$ cat src/rtl/afe_spi_shifter.sv
// Write-only SPI master for the AFE attenuator/switch chains: one command word in, N bits out MSB-first, then an LE pulse.
// Optional build macro AFE_SPI_BROADCAST_EN makes lane code 7 drive every lane at once.
module afe_spi_shifter #(
    parameter int CLK_RATE        = 99999001,
    parameter int SPI_RATE        = 1000000,
    parameter int CHANNEL_COUNT   = 2,
    parameter int DATA_WIDTH      = 24,
    parameter int LE_HALF_PERIODS = 2
) (
    input  logic                     sysClk,
    input  logic                     sysReset,
    input  logic                     sysCsrStrobe,
    input  logic [31:0]              sysGPIO_OUT,
    output logic [31:0]              status,
    output logic [CHANNEL_COUNT-1:0] AFE_SPI_CLK,
    output logic [CHANNEL_COUNT-1:0] AFE_SPI_SDI,
    output logic [CHANNEL_COUNT-1:0] AFE_SPI_LE
);

`ifdef AFE_SPI_BROADCAST_EN
    localparam bit BROADCAST = 1'b1;
`else
    localparam bit BROADCAST = 1'b0;
`endif

    localparam int D         = CLK_RATE / (2 * SPI_RATE);
    localparam int LATCH_LEN = LE_HALF_PERIODS * D;
    localparam int TW        = $clog2(LATCH_LEN);
    localparam logic [TW-1:0] PHASE_RELOAD = TW'(D - 1);
    localparam logic [TW-1:0] LATCH_RELOAD = TW'(LATCH_LEN - 1);

    typedef enum logic [2:0] {IDLE, SHIFT_LO, SHIFT_HI, GAP, LATCH} state_t;

    state_t        state, state_next;
    logic [TW-1:0] tick, tick_next;
    logic [4:0]    bit_idx, bit_next;
    logic [2:0]    lane, lane_next;
    logic [23:0]   data, data_next;
    logic          bad_cmd, bad_next;
    logic          overrun, over_next;

    logic [2:0]    cmd_lane;
    logic [4:0]    cmd_bits;
    logic [23:0]   cmd_data;
    logic          cmd_ok;
    logic          tick_done;

    logic [CHANNEL_COUNT-1:0] sel, clk_d, sdi_d, le_d;

    assign cmd_lane  = sysGPIO_OUT[31:29];
    assign cmd_bits  = sysGPIO_OUT[28:24];
    assign cmd_data  = sysGPIO_OUT[23:0];
    assign cmd_ok    = (cmd_bits != 5'd0) && (int'(cmd_bits) <= DATA_WIDTH) &&
                       ((int'(cmd_lane) < CHANNEL_COUNT) || (BROADCAST && cmd_lane == 3'd7));
    assign tick_done = (tick == '0);

    assign status = {(state != IDLE), bad_cmd, overrun, lane, 2'b00, data};

    always_ff @(posedge sysClk) begin
        if (sysReset) begin
            state       <= IDLE;
            tick        <= '0;
            bit_idx     <= '0;
            lane        <= '0;
            data        <= '0;
            bad_cmd     <= 1'b0;
            overrun     <= 1'b0;
            AFE_SPI_CLK <= '0;
            AFE_SPI_SDI <= '0;
            AFE_SPI_LE  <= '0;
        end else begin
            state       <= state_next;
            tick        <= tick_next;
            bit_idx     <= bit_next;
            lane        <= lane_next;
            data        <= data_next;
            bad_cmd     <= bad_next;
            overrun     <= over_next;
            AFE_SPI_CLK <= clk_d;
            AFE_SPI_SDI <= sdi_d;
            AFE_SPI_LE  <= le_d;
        end
    end

    always_comb begin
        state_next = state;
        tick_next  = tick;
        bit_next   = bit_idx;
        lane_next  = lane;
        data_next  = data;
        bad_next   = bad_cmd;
        over_next  = overrun;
        case (state)
            IDLE: begin
                if (sysCsrStrobe) begin
                    if (cmd_ok) begin
                        state_next = SHIFT_LO;
                        tick_next  = PHASE_RELOAD;
                        bit_next   = cmd_bits - 5'd1;
                        lane_next  = cmd_lane;
                        data_next  = cmd_data;
                        bad_next   = 1'b0;
                        over_next  = 1'b0;
                    end else begin
                        bad_next   = 1'b1;
                    end
                end
            end
            SHIFT_LO: begin
                if (tick_done) begin
                    state_next = SHIFT_HI;
                    tick_next  = PHASE_RELOAD;
                end else begin
                    tick_next  = tick - TW'(1);
                end
            end
            SHIFT_HI: begin
                if (tick_done) begin
                    tick_next = PHASE_RELOAD;
                    if (bit_idx == 5'd0) begin
                        state_next = GAP;
                    end else begin
                        state_next = SHIFT_LO;
                        bit_next   = bit_idx - 5'd1;
                    end
                end else begin
                    tick_next = tick - TW'(1);
                end
            end
            GAP: begin
                if (tick_done) begin
                    state_next = LATCH;
                    tick_next  = LATCH_RELOAD;
                end else begin
                    tick_next  = tick - TW'(1);
                end
            end
            LATCH: begin
                if (tick_done) begin
                    state_next = IDLE;
                end else begin
                    tick_next  = tick - TW'(1);
                end
            end
            default: state_next = IDLE;
        endcase
        // Any strobe outside IDLE, including the final LATCH cycle, is an overrun.
        if (sysCsrStrobe && state != IDLE) begin
            over_next = 1'b1;
        end
    end

    // Pins are decoded from the next state and registered so they never glitch.
    always_comb begin
        sel   = '0;
        clk_d = '0;
        sdi_d = '0;
        le_d  = '0;
        for (int i = 0; i < CHANNEL_COUNT; i++) begin
            sel[i] = (BROADCAST && lane_next == 3'd7) || (lane_next == 3'(i));
        end
        case (state_next)
            SHIFT_LO: sdi_d = data_next[bit_next] ? sel : '0;
            SHIFT_HI: begin
                clk_d = sel;
                sdi_d = data_next[bit_next] ? sel : '0;
            end
            LATCH:    le_d  = sel;
            default:  ;
        endcase
    end

endmodule

$ cat config.mk
export PLATFORM = sky130hd
export DESIGN_NAME = afe_spi_shifter
export DESIGN_NICKNAME = d
export VERILOG_FILES = /design/src/rtl/afe_spi_shifter.sv
export SDC_FILE = /design/constraint.sdc
export NUM_CORES = 1
export LEC_CHECK = 0
export ABC_CLOCK_PERIOD_IN_PS = 3750
export CORE_AREA = 2 2 85 87
export DETAILED_ROUTE_END_ITERATION = 10
export DIE_AREA = 0 0 87 89
export PLACE_DENSITY_LB_ADDON = 0.25
export SETUP_SLACK_MARGIN = 0.5
export SLEW_MARGIN = 10
export SYNTH_ARGS = -nofsm -noshare
export SYNTH_HDL_FRONTEND = slang
export SYNTH_SLANG_ARGS = --single-unit
$ cat constraint.sdc
create_clock -name sysClk -period 3.75 [get_ports sysClk]
set_clock_uncertainty 0.2 [all_clocks]
set_input_delay 0.9375 -clock sysClk [delete_from_list [all_inputs] [get_ports sysClk]]
set_output_delay 0.9375 -clock sysClk [all_outputs]
set_load 0.005 [all_outputs]
==> flow_summary.toml, run 1 <==
[outcome]
status = "finished, final reports clean"

[timing]
hold_viol = 0
rsz0062_at_grt = "true"
fin_tns_setup_ns = 0
worst_pin_slew_ns = 0.562
drv_slew = 0
max_freq_mhz = 308
period_minus_slack_ns = 3.25
setup_viol = 0
final.period_utilization_pct = 86.6
slew_headroom_pct = 62.5
timing.hold.ws_ns = 0.285
fin_ws_ns = 0.504

[clocking]
cts.htree.levels = 2
cts.sinks = 50
insertion_delay_ns = 0.32
cts_tree = "done"
cts_buffers = 5
ctsHoldBuffers = 0
cts-root-buf = "clkbuf_8"
clkSlewWorstSetupHoldPaths_ns = 0.10
clock_path_buffers = 2

[worst_setup_path]
arrival_ns = 3.26
cp_slowest_cell = "or4b_4"
cp-end-kind = "flop"
startpoint_type = "input pin"
crit_fanout = 5
cp_data_required_time_ns = 3.76
slowest_delay_ns = 0.49
ff2ff_path_depth = 11
crit_chain = "buf_8, inv_6, ha_4, or4b_4, o211ai_1, buf_4, nor3_4, buf_4, a221o_1, a31oi_4, a32oi_2, o21ai_2, o22ai_2"
path_common_cell = "buf_4"
path_class = "input pin to flop"

[yosys]
synth_warnings = 0
synth_flop_cell = "dfxtp_1"
ys_ff_latch = 50
yosysSeqAreaShare_pct = 33.4
avgSynthCellArea_sq_um = 7.75
synth-edff-count = 0
synth_area_sq_um = 2990
synthCells = 386
synth-async-reset-ratio_pct = 0
synth_cell_type_count = 66

[global_routing]
busiest_layer = "met2"
antenna_found_initial = 0
use_met3_pct = 4.89
grt_overflow = 0
global_route.usage.met2_pct = 43.1
grt.total_usage_pct = 25.3
grt_max_degree = 19
grt_pass1_vias = 3232
grt_pass1_wl_um = 15300
grt_util_met1_pct = 31.3

[placement]
pre_cts_ws_ns = -0.292
port_buffers = 70
hpwl_um = 7190
gp_congestion = 0.970
dp_cells = 547
place_area_sq_um = 3980

[die]
die_w_um = 87
initial_core_util_pct = 44.5
die_h_um = 89
core-area_sq_um = 6720
ios = 73
row_count = 30
die-area_sq_um = 7740

[worst_hold_path]
hp-class = "flop to flop"
holdPathStages = 2

[power]
leakage_nw = 1.61
p_per_area_nw_per_um2 = 376
total_power_mw = 1.66
irDropWorstVdd_v = 0.000249

[detailed_routing]
dr.pass1.iters = 5
drtIter0Drc = 282
finalWirelength_um = 10100
wl_per_cell_um = 17.9
detail-route-antenna-nets = 0
drc = 0
vias_per_cell = 5.97
dr_total_vias = 3374

[final_layout]
register_area_sq_um = 1000
post-route-util_pct = 65.8
drive_gt1_share_pct = 22.3
multiInputGateArea_sq_um = 2110
nets = 524
layoutNonFillerInstCount = 565
antennaDiodeCount = 0
final_common_cell = "clkdlybuf4s50_1"
design_area_sq_um = 4420
mostFrequentLayoutCells = "clkdlybuf4s50_1 (62), nand2_1 (61), dfxtp_1 (49)"
nFillCells = 568
syn_to_final_growth_pct = 47.8

[flow_run]
cap_violations = 0
[layout make-up]
cell class,instances,area share (%)
Multi-Input combinational cell,302,47.6
Clock buffer,6,1.87
Tap cell,80,2.26
Inverter,9,1.05
Clock inverter,2,0.877
Sequential cell,50,22.7
Timing Repair Buffer,116,23.7
[cells in the mapped netlist, types with 4 or more instances]
cell type  instances  area, sq um
inv_1              8         30.0
a22oi_1            6         45.0
o211ai_1           4         30.0
o31a_1             8         70.1
nor2b_1            4         25.0
dfxtp_1           50         1000
mux2i_1            5         50.1
a21oi_1           31          155
buf_4              5         37.5
nand2_1           61          229
or3_1              5         31.3
o22ai_1            4         25.0
o2111ai_1          4         35.0
and3_1             4         25.0
nand3_1           11         55.1
nor4_1             4         25.0
nor3b_1            4         30.0
a211oi_1           7         52.6
o21ai_0           19         95.1
ha_1               5         62.6
nor2_1            33          124
nor3_1            10         50.1
clkbuf_1          18         67.6
or4_1              5         37.5
a311oi_1           4         35.0
[state kept, by name, indices dropped and copies added (netlist names)]
name         flops
bit_idx          5
AFE_SPI_CLK      2
AFE_SPI_SDI      2
overrun          1
data            24
bad_cmd          1
tick             7
AFE_SPI_LE       2
lane             3
state            3
[worst max-delay path, delay by kind of cell]
kind	cells	cell delay (ns)
AO/OA/AOI/OAI	6	1.12
adder cells (fa/ha/maj)	1	0.12
buffers and inverters	4	0.52
AND/OR/NAND/NOR	2	0.55
[power breakdown]
group	switching (mW)	internal, mW
Combinational	0.353	0.287
Clock	0.201	0.220
Sequential	0.0400	0.563
[routing by layer]
metal  routed length (um)  part of all wire (%)
met3                  481                   4.7
met5                    0                     0
met2                 5010                    49
met4                  220                   2.2
met1                 4430                    44
[final timing paths]
path	end	start	slack, ns
hold reg to reg	data[21]	data[21]	0.29
hold / removal	data[21]	data[21]	0.29
setup / recovery	AFE_SPI_SDI[1]	sysGPIO_OUT[25]	0.50
setup reg to reg	AFE_SPI_SDI[1]	tick[0]	0.57
[cells by family after synthesis]
| family | Yosys count | synth area share [%] |
|---|---|---|
| multiplexers | 8 | 2.80 |
| AO/OA/AOI/OAI | 116 | 26.6 |
| adder cells (fa/ha/maj) | 6 | 2.42 |
| AND/OR/NAND/NOR | 166 | 28.0 |
| other | 1 | 0.125 |
| buffers and inverters | 36 | 5.73 |
| flip-flops | 50 | 33.4 |
| XOR/XNOR | 3 | 0.878 |
[what timing repair did]
| item | 4_1_cts | 5_1_grt |
|---|---|---|
| gates cloned | 1 | 0 |
| setup endpoints to repair | 5 | 5 |
| resized for setup | 37 | 33 |
| buffers inserted | 5 | 4 |
| pin swaps | 15 | 22 |
Power figures use the tool's default switching activity.
==> inputs of run 2 (changes only) <==
Settings changed: REMOVE_ABC_BUFFERS set to 1.
==> flow_summary.toml, run 2 (synthesized netlist as in run 1, its figures left out) <==
[worst_setup_path]
ff2ff_path_depth = 10
cp_slowest_cell = "or3_4"
r2r_start = "bit_idx[0]"
reg2reg_slack_ns = 0.53
slowest_delay_ns = 0.47
path_class = "input pin to flop"
path_common_cell = "o211ai_1"
crit_fanout = 6
startpoint_type = "input pin"
crit_family = "simple AND/OR/NAND/NOR gates"
crit_chain = "buf_6, inv_4, ha_4, or4b_4, o211ai_1, buf_4, nor4_4, or3_4, o211ai_1, o311ai_2, o21ai_0, o22ai_1"
critPathBufInv = 3
arrival_ns = 3.31
cp_data_required_time_ns = 3.76
cp-end-kind = "flop"
reg2reg_to = "AFE_SPI_SDI[0]"

[placement]
hpwl_um = 6990
gp_congestion = 0.955
port_buffers = 70

[final_layout]
largest_reg_flops = 24
nets = 529
largest_register = "data"
nFillCells = 564
mostFrequentLayoutCells = "clkdlybuf4s50_1 (62), nand2_1 (61), dfxtp_1 (50)"
multiInputGateArea_sq_um = 2090
largestRegisters = "data x24, tick x7, bit_idx x5"
drive_gt1_share_pct = 22.4
final_common_cell = "clkdlybuf4s50_1"
antennaDiodeCount = 0
syn_to_final_growth_pct = 48.5
register_area_sq_um = 1000

[clocking]
cts_buffers = 5
clkSlewWorstSetupHoldPaths_ns = 0.10
cts-root-buf = "clkbuf_8"
clock_path_buffers = 2
cts.sinks = 50
ctsHoldBuffers = 0
cts.htree.levels = 2
insertion_delay_ns = 0.32
cts_tree = "done"

[global_routing]
grt.total_usage_pct = 25.5
antenna_found_initial = 0
grt_pass1_wl_um = 15700
grt_pass1_vias = 3290
grt_overflow = 0
grt_max_degree = 32

[worst_hold_path]
holdPathStages = 2
hold_end = "data[20]"
min_from = "data[20]"
hp-class = "flop to flop"

[timing]
hold_viol = 0
timing.hold.ws_ns = 0.276
final.period_utilization_pct = 88.0
slew_headroom_pct = 47.8
period_minus_slack_ns = 3.30
max_freq_mhz = 303
drv_slew = 0
worst_pin_slew_ns = 0.773
setup_viol = 0
rsz0062_at_grt = "true"

[power]
p_per_area_nw_per_um2 = 355
irDropWorstVdd_v = 0.000200
total_power_mw = 1.58
leakage_nw = 1.65

[detailed_routing]
dr.pass1.iters = 5
wl_per_cell_um = 16.9
vias_per_cell = 5.91
drc = 0
finalWirelength_um = 9610
dr_total_vias = 3367
drtIter0Drc = 226
detail-route-antenna-nets = 0

[die]
ios = 73
initial_core_util_pct = 44.5
die-area_sq_um = 7740
row_count = 30
die_h_um = 89
die_w_um = 87
core-area_sq_um = 6720

[flow_run]
cap_violations = 0

[outcome]
status = "finished, final reports clean"
-- run 2: what timing repair did --
item	CTS	global route
setup buffers	7	2
pin swaps	15	16
gates resized for setup	51	27
setup endpoints to repair	11	2
-- run 2: worst max-delay path by stage --
stage / startpoint / end / cells past startpoint
finish: sysGPIO_OUT[25] / AFE_SPI_SDI[0] / 12
global route: sysGPIO_OUT[24] / AFE_SPI_SDI[1] / 12
CTS: sysGPIO_OUT[25] / AFE_SPI_SDI[1] / 12
detailed placement: sysGPIO_OUT[24] / AFE_SPI_SDI[1] / 12
global placement: sysGPIO_OUT[24] / AFE_SPI_SDI[1] / 12
floorplan: sysGPIO_OUT[24] / AFE_SPI_SDI[1] / 10
-- run 2: cell type report --
type | instances | area share, %
Timing Repair Buffer | 122 | 25.1
Sequential cell | 50 | 22.5
Multi-Input combinational cell | 301 | 47.1
Tap cell | 80 | 2.25
Clock buffer | 5 | 1.55
Clock inverter | 3 | 0.591
Inverter | 9 | 0.873
-- run 2: metrics by stage --
stage          setup WS [ns]  util [%]  instances  TNS (ns)  instance area [sq um]
6_report               0.449      66.1        570         0                   4440
5_1_grt                0.410      66.1        570         0                   4440
3_3_place_gp          -0.263      59.7        553    -0.523                   4010
2_1_floorplan         -0.440         -        360    -0.884                   2860
4_1_cts                0.519      63.9        568         0                   4290
3_5_place_dp          -0.367      59.7        553    -0.725                   4010
-- run 2: routing by layer --
metal / part of all wire [%] / routed length [um] / vias to the layer above / track usage (%)
li1: - / - / 1636 / -
met1: 45 / 4290 / 1594 / 32.8
met2: 47 / 4550 / 122 / 43.1
met3: 6.3 / 608 / 15 / 4.25
met4: 1.7 / 165 / 0 / 9.23
met5: 0 / 0 / - / 0
-- run 2: where the power goes --
part	switching (mW)	leakage [nW]	internal (mW)	total [mW]
clock network	0.209	0.0495	0.139	0.348
registers	0.0405	0.405	0.563	0.603
logic	0.339	1.19	0.289	0.628
total	0.589	1.65	0.991	1.58
-- run 2: worst reg2reg max path, cell delays in order, from the launching register on --
cell and delay [ns]:
dfxtp_1 0.38, inv_1 0.11, ha_1 0.18, nor4b_1 0.65
nor4_1 0.15, or2_4 0.36, or3_4 0.46, a211oi_2 0.19
o311ai_2 0.17, o21ai_0 0.19, o22ai_1 0.08
==> inputs of run 3 (changes only) <==
Settings changed: CAP_MARGIN set to 10, HOLD_SLACK_MARGIN set to 0.15.
==> results of run 3 <==
Final layout, timing and power as in run 2 (identical DEF).
